==> src/rtl/alu_muldiv_seq.sv <==
// Iterative MUL/DIVU/REMU sequencer that steps the shared ALU through
// 32 add or subtract iterations behind a start/busy/done handshake.
module alu_muldiv_seq #(
  parameter int BIT_WIDTH = 32
) (
  input  logic                 clk,
  input  logic                 rst,
  input  logic                 start,
  input  logic [1:0]           op,
  input  logic [BIT_WIDTH-1:0] a,
  input  logic [BIT_WIDTH-1:0] b,
  output logic                 busy,
  output logic                 done,
  output logic [BIT_WIDTH-1:0] result,
  output logic [BIT_WIDTH-1:0] alu_in1,
  output logic [BIT_WIDTH-1:0] alu_in2,
  output logic [3:0]           alu_op,
  input  logic [BIT_WIDTH-1:0] alu_out
);
  localparam int W = BIT_WIDTH;

  typedef enum logic [1:0] {
    IDLE,
    RUN,
    DONE
  } state_t;

  localparam logic [3:0] ALU_ADD = 4'b0000;
  localparam logic [3:0] ALU_SUB = 4'b0001;
  localparam logic [1:0] OP_MUL  = 2'd0;
  localparam logic [1:0] OP_DIVU = 2'd1;
  localparam logic [1:0] OP_RSV  = 2'd3;

  state_t       state;
  logic [4:0]   cnt;
  logic [1:0]   opr;
  logic [W-1:0] mcand;
  logic [W-1:0] mplier;
  logic [W-1:0] acc;
  logic [W-1:0] divisor;
  logic [W-1:0] q;
  logic [W-1:0] rem;

  logic [W:0]   sh;
  logic         ge;
  logic [W-1:0] acc_n;
  logic [W-1:0] rem_n;
  logic [W-1:0] q_n;

  // sh[W] set means the shifted remainder already exceeds any divisor
  always_comb begin
    sh      = {rem, q[W-1]};
    ge      = sh[W] | (sh[W-1:0] >= divisor);
    acc_n   = mplier[0] ? alu_out : acc;
    rem_n   = ge ? alu_out : sh[W-1:0];
    q_n     = {q[W-2:0], ge};
    alu_in1 = '0;
    alu_in2 = '0;
    alu_op  = ALU_ADD;
    if (state == RUN) begin
      if (opr == OP_MUL) begin
        alu_in1 = acc;
        alu_in2 = mcand;
      end else begin
        alu_in1 = divisor;
        alu_in2 = sh[W-1:0];
        alu_op  = ALU_SUB;
      end
    end
  end

  always_ff @(posedge clk) begin
    if (rst) begin
      state   <= IDLE;
      cnt     <= '0;
      opr     <= '0;
      mcand   <= '0;
      mplier  <= '0;
      acc     <= '0;
      divisor <= '0;
      q       <= '0;
      rem     <= '0;
      busy    <= 1'b0;
      done    <= 1'b0;
      result  <= '0;
    end else begin
      case (state)
        IDLE: begin
          if (start) begin
            mcand   <= a;
            mplier  <= b;
            acc     <= '0;
            divisor <= b;
            q       <= a;
            rem     <= '0;
            opr     <= op;
            cnt     <= '0;
            busy    <= 1'b1;
            if (op == OP_RSV) begin
              result <= '0;
              done   <= 1'b1;
              state  <= DONE;
            end else if (op != OP_MUL && b == '0) begin
              result <= (op == OP_DIVU) ? '1 : a;
              done   <= 1'b1;
              state  <= DONE;
            end else begin
              state <= RUN;
            end
          end
        end
        RUN: begin
          cnt <= cnt + 5'd1;
          if (opr == OP_MUL) begin
            acc    <= acc_n;
            mcand  <= mcand << 1;
            mplier <= mplier >> 1;
          end else begin
            rem <= rem_n;
            q   <= q_n;
          end
          if (cnt == 5'd31) begin
            state <= DONE;
            done  <= 1'b1;
            if (opr == OP_MUL)
              result <= acc_n;
            else if (opr == OP_DIVU)
              result <= q_n;
            else
              result <= rem_n;
          end
        end
        DONE: begin
          state <= IDLE;
          busy  <= 1'b0;
          done  <= 1'b0;
        end
        default: begin
          state <= IDLE;
          busy  <= 1'b0;
          done  <= 1'b0;
        end
      endcase
    end
  end
endmodule

==> config.mk <==
export PLATFORM = sky130hd
export DESIGN_NAME = alu_muldiv_seq
export DESIGN_NICKNAME = d
export VERILOG_FILES = /design/src/rtl/alu_muldiv_seq.sv
export SDC_FILE = /design/constraint.sdc
export NUM_CORES = 1
export LEC_CHECK = 0
export CAP_MARGIN = 25
export CORE_ASPECT_RATIO = 0.7
export CORE_UTILIZATION = 34
export CTS_BUF_LIST = sky130_fd_sc_hd__clkbuf_8
export CTS_CLUSTER_SIZE = 12
export DETAILED_ROUTE_END_ITERATION = 16
export GPL_ROUTABILITY_DRIVEN = 0
export GPL_TIMING_DRIVEN = 0
export PLACE_DENSITY = 0.53
export SLEW_MARGIN = 25
export SYNTH_ARGS = -nofsm -noshare
export SYNTH_HDL_FRONTEND = slang
export SYNTH_SLANG_ARGS = --single-unit
==> constraint.sdc <==
create_clock -name clk -period 2.7 [get_ports clk]
set_input_delay 0.675 -clock clk [delete_from_list [all_inputs] [get_ports clk]]
set_output_delay 0.675 -clock clk [all_outputs]
set_load 0.02 [all_outputs]
==> results.md <==
- Startpoint types: flip-flop
- Area contributors post-synth: dfxtp_1 (38%), nand2_1 (13%), a21oi_1 (9.2%), mux2i_1 (4.7%), nor2_1 (4.5%)
- # fillers: 3499
- Final setup viols: 15
- Hold Crit Class: input port to flip-flop
- Max-slew headroom: 14.24%
- TritonCTS clock tree: yes
- Total CTS buffers: 41
- Clk slew on worst S/H paths: 0.06 ns
- Seq cells post-synth: 235
- Cell Pwr Density: 567.7 nW/um2
- N_diodes: 0
- Fin crit period: 2.740 ns
- Final hold vios: 0
- Critical path fanouts, max: 7
- Failing checks: negative setup slack
- Drt wl/cell: 23.26 um
- Max-slew violation count: 0
- Worst Setup Slack post-DPL: -1.360 ns
- Area fraction in compound gates after synthesis: 24.05%
- Multiplexer share of the synthesized area: 5.005%
- Top cells by count, synth: nand2_1 (436), dfxtp_1 (235), a21oi_1 (225)
- Primary FF master, synth: dfxtp_1
- Total Nets Final: 2082
- Antenna violations before repair: 0
- Post-synth top area cell: dfxtp_1
- Number of global-route vias before repair: 13190
- Die height: 161.0 um
- Worst-Margin Slew: 1.282 ns
- Largest net degree at the start of global routing: 12
- Syn_area_per_cell: 7.332 um2
- # DRC: 0
- CTS Buffer Depth: 3
- Main combinational cell family by area after synthesis: compound AO/OA/AOI/OAI gates
- Crit path max-delay cell type: dfxtp_4
- Rows: 57
- CTS H-tree depth: 2
- First-pass GRT wire length: 82080 um
- Core ar.: 35090 um2
- Port bufs: 198
- Final period utilization: 101.5%
- Worst-Skew Late Latency: 0.57 ns
- Synth top area share: 38.33%
- Crit path DAT: 2.06 ns
- CP bufs+invs: 4
- Area growth syn-to-layout: 42.89%
- GRT Util Overall: 29.46%
- CP Data Required Time: 2.03 ns
- Top delay family on crit path: buffers and inverters
- Crit path kind: flip-flop to output port
- Simple-Gate Fraction of Synth Area: 22.91%
- Final Skew: 0.01704 ns
- Max stage delay on crit path: 0.37 ns
- RSZ-0062 raised after global routing: yes
- Critical-path cell list: or2_4 -> clkbuf_16 -> clkbuf_16 -> clkbuf_16 -> nand2_2 -> a21oi_2 -> buf_4
- Share of layout cells above drive strength 1: 22.59%
- Sequential share of the synthesized area: 38.33%
- Total number of vias: 14050
- Post-Synth XOR/XNOR Area: 0%
- Initial DRC Count: 1455
- Worst setup margin: -0.03976 ns
- Die area: 36880 um2
- Initial Utilization: 34.98%
- IO Pins: 203
- Post-synthesis adder-cell area fraction: 3.547%
- Drt first pass iters: 6
- Asr flop ratio synth: 0%
- Leakage power: 6.490 nW
- CP endpoint kind: output port
- Netlist cell types: 56
- Post-synth EDFFs: 0
- Root buf cell: clkbuf_8
- Yosys warns: 0
- Hpwl dp: 42770 um
- Outcome: complete, but fails checks
- Gr ovfl total: 0
- Wirelength, routed: 56900 um
- Fmax: 365.0 MHz
- Die X: 229.1 um
- VDD IR-drop max: 277.6 uV
- Most frequent cell after synthesis: nand2_1
- Fin Hold WS: 0.4552 ns
- Cell Area, Synth: 12270 um2
- Via/cell ratio: 5.744
- CP most frequent cell: clkbuf_16
- CTS sink cnt: 235
- ANT nets after route: 0
- Synth Instances: 1674
- Total of max-cap violations: 0
layout make-up:
class	count	area [um2]	area share (%)
multi-input cells	1260	8020	45.73
flip-flops and latches	235	4791	27.32
repair buffers	232	2255	12.86
plain buffers	137	890.9	5.080
clock buffers	57	784.5	4.473
well taps	472	590.6	3.367
inverters	40	152.6	0.8704
clock inverters	13	53.80	0.3068
worst reg2reg max path: stages (launching register included):
cell and delay [ns]:
dfxtp_1 0.54, ha_1 0.33, and4_1 0.20, a221oi_2 0.36, a2bb2oi_4 0.21, and2_4 0.34, clkbuf_16 0.24, mux2i_4 0.26
a211oi_2 0.09
metal layers:
layer,up-vias,part of all wire [%],global-route usage (%)
li1,6405,-,-
met1,6795,47,42.84
met2,729,41,43.73
met3,122,8.9,5.682
met4,0,3.1,8.606
met5,-,0,0
stage by stage:
stage / power, mW / util, % / instances / cell area, um2 / setup TNS [ns]
floorplan: 5.155 / - / 1676 / 12280 / 0
global placement: 6.045 / 42.33 / 2346 / 14850 / -239.96
detailed placement: 6.067 / 42.33 / 2346 / 14850 / -239.19
CTS: 9.711 / 46.97 / 2430 / 16480 / -0.5044
global route: 10.33 / 49.98 / 2446 / 17540 / -1.219
finish: 9.956 / 49.98 / 2446 / 17540 / -0.2256
cells in the final DEF, fill, tap and decap left out, types with 43 or more instances in the layout:
cell type,Yosys,final
nand2_1,436,402
dfxtp_1,235,192
a21oi_1,225,157
nor2_1,148,146
clkdlybuf4s50_1,0,131
clkbuf_1,103,72
clkbuf_8,0,63
buf_4,3,63
a311oi_1,62,62
a21oi_2,0,54
inv_1,39,45
nand3_1,44,43
o21ai_0,49,43
logic make-up (layout without fill, tap and decap cells):
logic type,after synthesis,after routing
other,1,3
muxes,61,61
DFF,235,235
AOI/OAI and AO/OA,473,473
adders and majority gates,35,35
buffers and inverters,181,479
and+or+nand+nor,688,688
what timing repair did:
item | CTS | global route
hold buffers | 0 | 0
buffers inserted | 14 | 13
gates resized for setup | 524 | 225
setup endpoints to repair | 218 | 181
gates cloned | 3 | 4
pin swaps | 10 | 41
power by group:
group          leakage, nW  total (mW)  internal, mW  switching [mW]
clock                0.473        3.48          1.86            1.62
sequential            1.95        3.94          3.72           0.216
combinational         4.07        2.54         0.952            1.59
state kept, by name, summed over array words and instances, names as in the netlist:
register and flops:
result 32, cnt 5, acc 32, mplier 32, opr 2, rem 32, done 1, q 32
busy 1, mcand 32, divisor 32, state 2
worst paths after layout:
check | slack [ns] | start | depth (start not counted) | end
max reg2reg | -0.01 | rem[14]$_SDFFE_PP0P_ | 8 | result[10]$_SDFFE_PP0P_
min reg2reg | 0.46 | divisor[31]$_SDFFE_PP0P_ | 2 | divisor[31]$_SDFFE_PP0P_
max | -0.04 | opr[1]$_SDFFE_PP0P_ | 7 | alu_in2[8]
min | 0.46 | b[27] | 3 | divisor[27]$_SDFFE_PP0P_
No activity file was read; power rests on OpenSTA's default activity.
